===== config.mk =====
export PLATFORM = sky130hd
export DESIGN_NAME = multicycle_control_fsm
export DESIGN_NICKNAME = d
export VERILOG_FILES = /design/src/rtl/multicycle_control_fsm.sv
export SDC_FILE = /design/constraint.sdc
export NUM_CORES = 1
export LEC_CHECK = 0
export CORE_ASPECT_RATIO = 0.8
export CORE_MARGIN = 4
export CORE_UTILIZATION = 50
export DETAILED_ROUTE_END_ITERATION = 7
export PLACE_DENSITY = 0.84
export SLEW_MARGIN = 10
export SYNTH_ARGS = -nofsm -noshare
export SYNTH_HDL_FRONTEND = slang
export SYNTH_SLANG_ARGS = --single-unit

===== constraint.sdc =====
create_clock -name clk -period 3.45 [get_ports clk]
set_input_delay 1.035 -clock clk [delete_from_list [all_inputs] [get_ports clk]]
set_output_delay 1.035 -clock clk [all_outputs]
set_load 0.03 [all_outputs]

===== src/rtl/multicycle_control_fsm.sv =====
// Main sequencer of the multicycle datapath: steps each instruction through
// fetch/decode/execute/memory/writeback and counts retired instructions.
module multicycle_control_fsm #(
    parameter int RETIRE_W = 32
) (
    input  logic                clk,
    input  logic                reset,
    input  logic [1:0]          instructionType,
    input  logic [4:0]          opcode,
    input  logic                zero,
    input  logic                memReady,
    output logic                pcEn,
    output logic                iorD,
    output logic                memRead,
    output logic                memWrite,
    output logic                irWrite,
    output logic                regWrite,
    output logic [1:0]          regDataSel,
    output logic                aluSrcA,
    output logic [1:0]          aluSrcB,
    output logic [1:0]          aluOpSel,
    output logic [1:0]          pcSrc,
    output logic                illegalInstr,
    output logic [RETIRE_W-1:0] retireCount,
    output logic [3:0]          state
);

    typedef enum logic [3:0] {
        S_FETCH   = 4'd0,
        S_DECODE  = 4'd1,
        S_EXEC_R  = 4'd2,
        S_EXEC_I  = 4'd3,
        S_ADDR    = 4'd4,
        S_MEM_RD  = 4'd5,
        S_MEM_WB  = 4'd6,
        S_MEM_WR  = 4'd7,
        S_BRANCH  = 4'd8,
        S_JUMP    = 4'd9,
        S_ALU_WB  = 4'd10,
        S_SHIFT   = 4'd11,
        S_ILLEGAL = 4'd12
    } state_t;

    state_t              state_q, state_d;
    logic [RETIRE_W-1:0] retire_q;
    logic                retire_now;

    logic pcWrite_c, pcWriteCond_c, memRead_c, memWrite_c;
    logic irWrite_c, regWrite_c, illegal_c;

    logic is_jr, is_jal;
    assign is_jr  = (instructionType == 2'b00) && (opcode == 5'd4);
    assign is_jal = (instructionType == 2'b01) && (opcode == 5'd1);

    always_comb begin
        state_d    = S_FETCH;
        retire_now = 1'b0;
        case (state_q)
            S_FETCH:  state_d = memReady ? S_DECODE : S_FETCH;
            S_DECODE: begin
                state_d = S_ILLEGAL;
                case (instructionType)
                    2'b00: begin
                        if (opcode < 5'd4)       state_d = S_EXEC_R;
                        else if (opcode == 5'd4) state_d = S_JUMP;
                    end
                    2'b10: begin
                        if (opcode < 5'd2)       state_d = S_EXEC_I;
                        else if (opcode < 5'd4)  state_d = S_ADDR;
                        else if (opcode == 5'd4) state_d = S_BRANCH;
                    end
                    2'b01: if (opcode < 5'd2) state_d = S_JUMP;
                    default: if (opcode < 5'd4) state_d = S_SHIFT;
                endcase
            end
            S_EXEC_R, S_EXEC_I, S_SHIFT: state_d = S_ALU_WB;
            S_ADDR:   state_d = (opcode == 5'd2) ? S_MEM_RD : S_MEM_WR;
            S_MEM_RD: state_d = memReady ? S_MEM_WB : S_MEM_RD;
            S_MEM_WR: begin
                state_d    = memReady ? S_FETCH : S_MEM_WR;
                retire_now = memReady;
            end
            S_ALU_WB, S_MEM_WB, S_BRANCH, S_JUMP: retire_now = 1'b1;
            default:  state_d = S_FETCH;
        endcase
    end

    always_comb begin
        pcWrite_c     = 1'b0;
        pcWriteCond_c = 1'b0;
        memRead_c     = 1'b0;
        memWrite_c    = 1'b0;
        irWrite_c     = 1'b0;
        regWrite_c    = 1'b0;
        illegal_c     = 1'b0;
        iorD          = 1'b0;
        regDataSel    = 2'b00;
        aluSrcA       = 1'b0;
        aluSrcB       = 2'b00;
        aluOpSel      = 2'b00;
        pcSrc         = 2'b00;
        case (state_q)
            S_FETCH: begin
                memRead_c = 1'b1;
                aluSrcB   = 2'b01;
                irWrite_c = memReady;
                pcWrite_c = memReady;
            end
            S_DECODE: aluSrcB = 2'b10;
            S_EXEC_R, S_SHIFT: begin
                aluSrcA  = 1'b1;
                aluOpSel = 2'b10;
            end
            S_EXEC_I: begin
                aluSrcA  = 1'b1;
                aluSrcB  = 2'b10;
                aluOpSel = 2'b10;
            end
            S_ALU_WB: regWrite_c = 1'b1;
            S_ADDR: begin
                aluSrcA = 1'b1;
                aluSrcB = 2'b10;
            end
            S_MEM_RD: begin
                memRead_c = 1'b1;
                iorD      = 1'b1;
            end
            S_MEM_WB: begin
                regWrite_c = 1'b1;
                regDataSel = 2'b01;
            end
            S_MEM_WR: begin
                memWrite_c = 1'b1;
                iorD       = 1'b1;
            end
            S_BRANCH: begin
                aluSrcA       = 1'b1;
                aluOpSel      = 2'b01;
                pcWriteCond_c = 1'b1;
                pcSrc         = 2'b01;
            end
            S_JUMP: begin
                pcWrite_c = 1'b1;
                pcSrc     = is_jr ? 2'b11 : 2'b10;
                if (is_jal) begin
                    regWrite_c = 1'b1;
                    regDataSel = 2'b10;
                end
            end
            S_ILLEGAL: illegal_c = 1'b1;
            default: ;
        endcase
    end

    // Reset masks every strobe so an in-flight write never reaches memory.
    assign pcEn         = ~reset & (pcWrite_c | (pcWriteCond_c & zero));
    assign memRead      = ~reset & memRead_c;
    assign memWrite     = ~reset & memWrite_c;
    assign irWrite      = ~reset & irWrite_c;
    assign regWrite     = ~reset & regWrite_c;
    assign illegalInstr = ~reset & illegal_c;
    assign retireCount  = retire_q;
    assign state        = state_q;

    always_ff @(posedge clk) begin
        if (reset) begin
            state_q  <= S_FETCH;
            retire_q <= '0;
        end else begin
            state_q <= state_d;
            if (retire_now) retire_q <= retire_q + RETIRE_W'(1);
        end
    end

endmodule


### After elaboration in Yosys (flattened, before gate mapping)

Cells that the tools add are included.

| storage, ports and cells | value |
|---|---|
| bits in read-only memories | 0 |
| memories kept | 0 |
| bits of input ports | 11 |
| bits in writable memories | 0 |
| output and inout bits | 52 |
| latch bits | 0 |
| logic and storage cells | 72 |
| bits in registers | 36 |

| operators by class | value |
|---|---|
| reduce and logical (&&, ||, !) cells | 11 |
| multiplexer cells | 30 |
| magnitude comparators | 2 |
| add/subtract/negate cells | 1 |
| equal/unequal tests | 17 |
| bitwise gates (word level) | 9 |
| divide/modulo/power cells | 0 |
| shift-type cells | 0 |
| $mul | 0 |

Operator list:

| operator | count |
|---|---|
| $add 32x1->32 const B | 1 |
| $pmux 4 s6 | 1 |
| $eq 4x4->1 const B | 5 |
| $eq 4x3->1 const B | 4 |
| $pmux 2 s2 | 4 |
| $mux 3 | 5 |
| $mux 4 | 3 |
| $pmux 4 s3 | 1 |
| $mux 1 | 10 |
| $eq 4x2->1 const B | 2 |
| $and 1x1->1 | 7 |
| $mux 2 | 3 |
| $pmux 1 s2 | 3 |
| $reduce_or 2->1 | 3 |
| $reduce_or 3->1 | 2 |
| $eq 5x1->1 const B | 1 |
| $eq 5x2->1 const B | 1 |
| $eq 5x3->1 const B | 1 |
| $lt 5x2->1 const B | 1 |
| $lt 5x3->1 const B | 1 |
| $reduce_or 5->1 | 1 |
| $eq 4x1->1 const B | 1 |
| $logic_not 4->1 | 1 |
| $reduce_or 4->1 | 1 |
| 6 further kinds | 7 |

### Logic depth before layout (Yosys ltp)

Gate-level depths: netlist of the first run.

| depth | value |
|---|---|
| depth after elaboration | 6 |
| depth in mapped cells | 8 |
| depth with buffers taken out | 5 |

### Worst setup path before layout of the first run

No wires, ideal clock.

| timing path | value |
|---|---|
| path kind | register to output |
| start point | register state_q[2] (netlist: state[2]) |
| end point | output port pcEn |
| setup slack | -0.145 ns |
| stages on the path, launching flop included | 7 |
| arrival | 2.560 ns |
| required time | 2.415 ns |
| cells stage by stage | dfxtp_1 -> buf_2 -> clkbuf_1 -> nor4_1 -> nand2_1 -> o21a_1 -> nor2_1 |

| on the way | value |
|---|---|
| word-level cells in the longest chain between the ends | 5 |

RTL lines:

| item | line | text |
|---|---|---|
| from (decl) | 44 | `state_t state_q, state_d;` |
| from (signal assigned) | 170 | `state_q <= state_d;` |
| $eq 4x4->1 | 102 | `case (state_q)` |
| $mux 1 | 102 |  |
| $and 1x1->1 | 156 | `assign pcEn = ~reset & (pcWrite_c \| (pcWriteCond_c & zero));` |
| $or 1x1->1 * | 156 |  |
| $and 1x1->1 * | 156 |  |
| to (decl) | 12 | `output logic pcEn,` |

Every way passes the cells marked *; elsewhere a longest branch is shown, timed or not.

### Worst setup path after layout of the first run

| timing path | value |
|---|---|
| start point | input port opcode[0] |
| end point | output port regWrite |

| on the way | value |
|---|---|
| word-level cells in the longest chain between the ends | 5 |

RTL lines:

| item | line | text |
|---|---|---|
| from (decl) | 9 | `input logic [4:0] opcode,` |
| $eq 5x1->1 | 53 | `assign is_jal = (instructionType == 2'b01) && (opcode == 5'd1);` |
| $logic_and 1x1->1 | 53 |  |
| $mux 1 | 145 | `if (is_jal) begin` |
| $pmux 1 s2 | 102 |  |
| $and 1x1->1 | 160 | `assign regWrite = ~reset & regWrite_c;` |
| to (decl) | 17 | `output logic regWrite,` |

No other way between the ends.

==> flow_summary.toml, run 1 <==
[outcome]
status = "finished, violations left"
violations = "negative setup slack"

[synthesis]
yosys_register_bits = 36
synth_top_family_by_area = "simple AND/OR/NAND/NOR gates"
ys_seq_area_share_pct = 36.1
synthAdderAreaFrac_pct = 1.13
synth-simple-area-share_pct = 32.9
synth_top_area_cell = "dfxtp_1"
synthMuxAreaShare_pct = 1.00
synth_cells = 254
synth_edf_count = 0
syn_area_um2 = 2000
yosysUniqueCellTypes = 44
synth.area.top_cells = "dfxtp_1 (36%), xnor2_1 (7.0%), nor2_1 (6.6%), a21oi_1 (5.0%), nand2_1 (2.8%)"
yosys_most_used_dff = "dfxtp_1"
synth_compound_area_share_pct = 15.5
synth-xor-area-share_pct = 8.78
syn-num-nets = 266
synthArstFlopShare_pct = 0
netlist.area_leader.share_pct = 36.1
yosysWarnings = 0
syn_area_per_cell_um2 = 7.86

[layout]
fillers = 315
multi_input_comb_area_um2 = 1200
syn_to_final_growth_pct = 41.4
drive_gt1_share_pct = 9.91
nets = 334
ff_latch_area_um2 = 721
mostFrequentLayoutCells = "clkdlybuf4s50_1 (54), dfxtp_1 (36), nor2_1 (35)"
utilization_pct = 73.7
final_common_cell = "clkdlybuf4s50_1"
post-route-cell-area_um2 = 2820
antenna_cells = 0

[min_path]
min_from = "retireCount[31]"
hold_class = "reg -> reg"
min_delay_path_depth = 2
hold-path-endpoint = "retireCount[31]"

[die]
fp.dieArea_um2 = 5070
initial_core_util_pct = 52.1
placementRows = 20
dieHeight_um = 64.5
core_um2 = 3830
die_w_um = 78.6
io_pins = 63

[clock_tree]
root_buffer = "clkbuf_8"
clock_path_buffers = 2
clock_latency_ps = 290
post_cts_buffers = 0
cts_num_sinks = 36
cts_buffers = 5
clk_pin_slew_ps = 70
cts_tree = "built"
htreeDepth = 2

[setup_path]
crit_path_cell_trace = "clkdlybuf4s50_1 -> nor4b_1 -> nand3_1 -> a21oi_1 -> buf_4"
reg2reg_to = "retireCount[31]"
regToRegStartpoint = "state[1]"
reg2reg_slack_ps = 1020
crit_required_ps = 2410
slowest_stage = "clkdlybuf4s50_1"
worstPathArrival_ps = 2460
timing_worst_setup_path_type = "in -> out"
cp-end-kind = "output port"
crit_fanout = 3
startpoint_type = "primary input"
rr_worst_depth = 5
cpPeakStageDelay_ps = 550

[pwr]
ir_worst_vdd_uv = 549
p_seq_share_pct = 30.6
comb_power_share_pct = 51.7
p_sw_w = 0.000758
swShare_pct = 43.6
finalPower_w = 0.00174
p_per_area_nw_per_um2 = 616
leakage_nw = 0.938
p_int_w = 0.000979
power_frac_clock_pct = 17.7

[global_routing]
antenna_found_initial = 0
grt_pass1_vias = 2093
grt_overflow = 0
grt_pass1_wl_um = 9790
grt_util_all_layers_pct = 23.9
grt_max_degree = 34

[routing]
route.met3.wl_um = 393
wire_per_inst_um = 15.2
via_per_inst = 5.80
drcViolationCount = 0
routed.top_layer = "met4"
drt_iter0_markers = 129
drt-met1-wl_um = 2590
wl_met2_um = 2660
routed_wl_um = 5740
routed-via-count = 2194
ant_nets = 0
drt_first_pass_iters = 4

[sta]
period_minus_slack_ps = 3490
final-hold-violation-count = 0
setup_viol = 1
clock.fmax_mhz = 286
holdWs_ps = 494
maxSlewHeadroom_pct = 61.6
layout_setup_ws_ps = -43.0
worstMarginPinSlew_ps = 575
rsz0062_at_grt = "yes"
fin_crit_sh_pct = 101
finalMaxSlewViolations = 0
fin_skew_ps = 6.67

[place]
place_congestion = 0.869
placed_area_um2 = 2710
io_buffers = 62
dp_hpwl_um = 4120
dp_slack_ps = 49.9

[flow_run]
cap_violations = 0
==> state kept, by name, summed over array words and instances (netlist names) <==
name         count
retireCount     32
state            4
==> worst max path at each step <==
stage	startpoint	end	slack [ps]	cells after the start
floorplan	state[2]	regWrite	210	7
global placement	memReady	irWrite	80	4
detailed placement	memReady	irWrite	50	4
CTS	memReady	irWrite	50	4
global route	instructionType[0]	regWrite	-90	6
finish	opcode[0]	regWrite	-40	5
==> cell type report <==
class                   instances  share of cell area [%]
repair buffers                 75                    24.9
multi-input cells             195                    42.7
inverters                       9                    1.20
flip-flops and latches         36                    25.5
well taps                      55                    2.44
clock buffers                   8                    3.19
==> kinds of logic (layout without fill, tap and decap cells) <==
family                   Yosys count  after routing
multiplexers                       2              2
XOR/XNOR                          20             20
adder cells (fa/ha/maj)            2              2
AND/OR/NAND/NOR                  121            121
AO/OA/AOI/OAI                     50             50
buffers and inverters             23             92
flip-flops                        36             36
==> synthesized netlist by cell type, types with 3 or more instances <==
cell	n
buf_2	3
clkbuf_1	8
nand3_1	10
a21oi_1	20
o31ai_1	7
xnor2_1	16
nand2_1	15
or4_1	7
nand2b_1	3
nor2_1	35
nor3b_1	3
xor2_1	4
nor2b_1	3
inv_1	9
nor4_1	9
or3_1	9
nor3_1	7
and4_1	3
nand4_1	6
dfxtp_1	36
o21ai_0	9
nor4b_1	4
==> power by group through the flow <==
stage / clock, W / combinational, W / sequential [W]
5_1_grt: 0.000329 / 0.000959 / 0.000539
4_1_cts: 0.000311 / 0.000895 / 0.000528
2_1_floorplan: 0 / 0.000536 / 0.000549
3_3_place_gp: 0 / 0.000885 / 0.000535
6_report: 0.000308 / 0.000899 / 0.000531
3_5_place_dp: 0 / 0.000890 / 0.000539
==> stage by stage <==
| step | TNS, ps | cells |
|---|---|---|
| 2_1_floorplan | 0 | 254 |
| 3_3_place_gp | 0 | 370 |
| 3_5_place_dp | 0 | 370 |
| 4_1_cts | 0 | 378 |
| 5_1_grt | -92.7 | 378 |
| 6_report | -43.0 | 378 |
==> critical path, delay by kind of cell <==
kind                   cells  cell delay (ps)
AOI/OAI and AO/OA          1              150
and+or+nand+nor            2              550
buffers and inverters      2              720
==> layer usage <==
metal,global-route usage [%],vias up
li1,-,1052
met1,31.4,1042
met5,0,-
met2,37.1,91
met3,6.39,9
met4,9.83,0
==> repair_timing <==
item	CTS	global route
hold endpoints to repair	0	0
endpoints found under the setup margin	0	2
resized for setup	0	3
hold buffers	0	0
No activity file was read; power rests on OpenSTA's default activity.
==> run 2, diff against run 1 <==
--- a/config.mk
+++ b/config.mk
@@ -5,11 +5,13 @@
 export SDC_FILE = /design/constraint.sdc
 export NUM_CORES = 1
 export LEC_CHECK = 0
+export ABC_AREA = 1
+export ABC_CLOCK_PERIOD_IN_PS = 3650
 export CORE_ASPECT_RATIO = 0.8
 export CORE_MARGIN = 4
-export CORE_UTILIZATION = 50
+export CORE_UTILIZATION = 49
 export DETAILED_ROUTE_END_ITERATION = 7
-export PLACE_DENSITY = 0.84
+export PLACE_DENSITY = 0.8
 export SLEW_MARGIN = 10
 export SYNTH_ARGS = -nofsm -noshare
 export SYNTH_HDL_FRONTEND = slang
==> constraint.sdc (replaced) <==
create_clock -name clk -period 3.65 [get_ports clk]
set_input_delay 1.095 -clock clk [delete_from_list [all_inputs] [get_ports clk]]
set_output_delay 1.095 -clock clk [all_outputs]
set_load 0.03 [all_outputs]
==> run 2 against run 1 <==
Total power shrank 17%. The flow now finishes without violations. Sequential share of layout area is 2.4 points lower. Die area is 18% higher. Cell count grew 41%. Synthesized cell count up 61%. Flip-flop and latch count unchanged. Clock skew is 1.7 ps higher.
==> flow_summary.toml, run 2 <==
[synthesis]
yosys_most_used_dff = "dfxtp_1"
synthTopCellsByCount = "nand2_1 (131), nor2_1 (72), inv_1 (56)"
synth_cells = 410
synth.most_common_cell = "nand2_1"
synthArstFlopShare_pct = 0
netlist.area_leader.share_pct = 30.6
syn_area_per_cell_um2 = 5.75
ys_seq_area_share_pct = 30.6
syn-num-nets = 422
yosysUniqueCellTypes = 25
yosys_register_bits = 36
synth_edf_count = 0
synth.area.top_cells = "dfxtp_1 (31%), nand2_1 (21%), nor2_1 (11%), inv_1 (8.9%), nand3_1 (6.4%)"
syn_area_um2 = 2360
synth_top_area_cell = "dfxtp_1"
yosysWarnings = 0

[setup_path]
critical_path_buf_inv_count = 3
cp-end-kind = "output port"
startpoint_type = "primary input"
crit_fanout = 4
slowest_stage = "clkdlybuf4s50_1"
crit_required_ps = 2550
cp_top_family = "buffers and inverters"
timing_worst_setup_path_type = "in -> out"
reg2reg_slack_ps = 1800
cpPeakStageDelay_ps = 460
worstPathArrival_ps = 2450
crit_path_cell_trace = "clkdlybuf4s50_1 -> inv_1 -> nand2_2 -> nor4_1 -> nand3_1 -> a21oi_1 -> buf_4"

[pwr]
p_per_area_nw_per_um2 = 464
p_sw_w = 0.000614
comb_power_share_pct = 44.0
leakage_nw = 1.26
power_frac_clock_pct = 24.4
finalPower_w = 0.00145
p_int_w = 0.000831
ir_worst_vdd_uv = 363
swShare_pct = 42.5
p_seq_share_pct = 31.6

[layout]
multi_input_comb_area_um2 = 1370
largest_reg_flops = 32
mostFrequentLayoutCells = "nand2_1 (130), nor2_1 (72), inv_1 (56)"
ff_latch_area_um2 = 721
nets = 485
layoutNonFillerInstCount = 534
syn_to_final_growth_pct = 32.0
post-route-cell-area_um2 = 3110
drive_gt1_share_pct = 6.12
antenna_cells = 0
utilization_pct = 67.3
final_common_cell = "nand2_1"
fillers = 449

[place]
dp_slack_ps = 115
placed_area_um2 = 3000
dp_hpwl_um = 4860
dp_cells = 526
place_congestion = 0.876
io_buffers = 62

[clock_tree]
cts_num_sinks = 36
root_buffer = "clkbuf_8"
clk_pin_slew_ps = 70
post_cts_buffers = 0
clock_latency_ps = 290
cts_tree = "built"
htreeDepth = 2
clock_path_buffers = 2
cts_buffers = 5

[global_routing]
grt_util_all_layers_pct = 21.7
grt_overflow = 0
antenna_found_initial = 0
grt_pass1_vias = 2361
grt_max_degree = 35
grt_pass1_wl_um = 10700

[routing]
routed_wl_um = 6250
drt_iter0_markers = 157
wire_per_inst_um = 11.7
ant_nets = 0
drt-met1-wl_um = 2990
route.met3.wl_um = 409
via_per_inst = 5.08
wl_met2_um = 2750
routed.top_layer = "met4"
drcViolationCount = 0
routed-via-count = 2714
drt_first_pass_iters = 4

[die]
io_pins = 63
fp.dieArea_um2 = 5990
core_um2 = 4620
placementRows = 22
dieHeight_um = 70.1
die_w_um = 85.6
initial_core_util_pct = 51.0

[flow_run]
cap_violations = 0

[sta]
final-hold-violation-count = 0
maxSlewHeadroom_pct = 66.9
worstMarginPinSlew_ps = 493
layout_setup_ws_ps = 105
finalMaxSlewViolations = 0
fin_crit_sh_pct = 97.1
setup_viol = 0
fin_skew_ps = 8.37
clock.fmax_mhz = 282
period_minus_slack_ps = 3540

[min_path]
hold_class = "reg -> reg"

[outcome]
status = "finished, final reports clean"
run 2: what timing repair did:
item / 4_1_cts / 5_1_grt
setup endpoints to repair: 0 / 1
resized for setup: 0 / 2
hold buffers: 0 / 0
run 2: worst register-to-register path, cell delays in order (launching register included):
cell     delay (ps)
dfxtp_1         510
inv_2           120
nand2_1         100
nor2_1           60
nand2_2         110
nand3_4         320
inv_2           330
nand2_1          90
a21oi_1         150
run 2: worst paths after layout:
| check | from | end | cells after the start |
|---|---|---|---|
| min | retireCount[0] | retireCount[0] | 1 |
| min reg2reg | retireCount[0] | retireCount[0] | 1 |
| max | instructionType[1] | regWrite | 7 |
| max reg2reg | state[0] | retireCount[20] | 8 |
run 2: final cells by class:
class / count / area share (%)
clock buffers: 6 / 2.33
clock inverters: 2 / 1.12
flip-flops and latches: 36 / 23.1
inverters: 59 / 7.11
multi-input cells: 307 / 44.0
well taps: 60 / 2.41
repair buffers: 64 / 19.8
run 2: logic make-up (layout without fill, tap and decap cells):
family	count (synthesis)	in the layout	synth area share, %
flops	36	36	30.6
xor+xnor	7	7	2.60
fa+ha+maj	1	1	0.530
compound gates	48	48	10.7
simple gates	251	251	44.2
buf+inv	67	131	11.4
run 2: per-stage QoR:
step / hold slack (ps) / setup TNS, ps
after floorplan: 601 / 0
after global placement: 479 / 0
after detailed placement: 498 / 0
after CTS: 511 / 0
after global routing: 545 / -3.04
final: 507 / 0
run 2: power groups by stage:
| stage | registers [W] | clock network, W | logic (W) |
|---|---|---|---|
| after floorplan | 0.000501 | 0 | 0.000386 |
| after global placement | 0.000463 | 0 | 0.000632 |
| after detailed placement | 0.000465 | 0 | 0.000635 |
| after CTS | 0.000455 | 0.000357 | 0.000637 |
| after global routing | 0.000460 | 0.000372 | 0.000684 |
| final | 0.000456 | 0.000353 | 0.000636 |
run 2: metal layers:
metal  vias up  GRT usage (%)
met4         0           6.85
met3         9           4.72
met1      1212           30.1
met5         -              0
met2        85           33.4
li1       1408              -
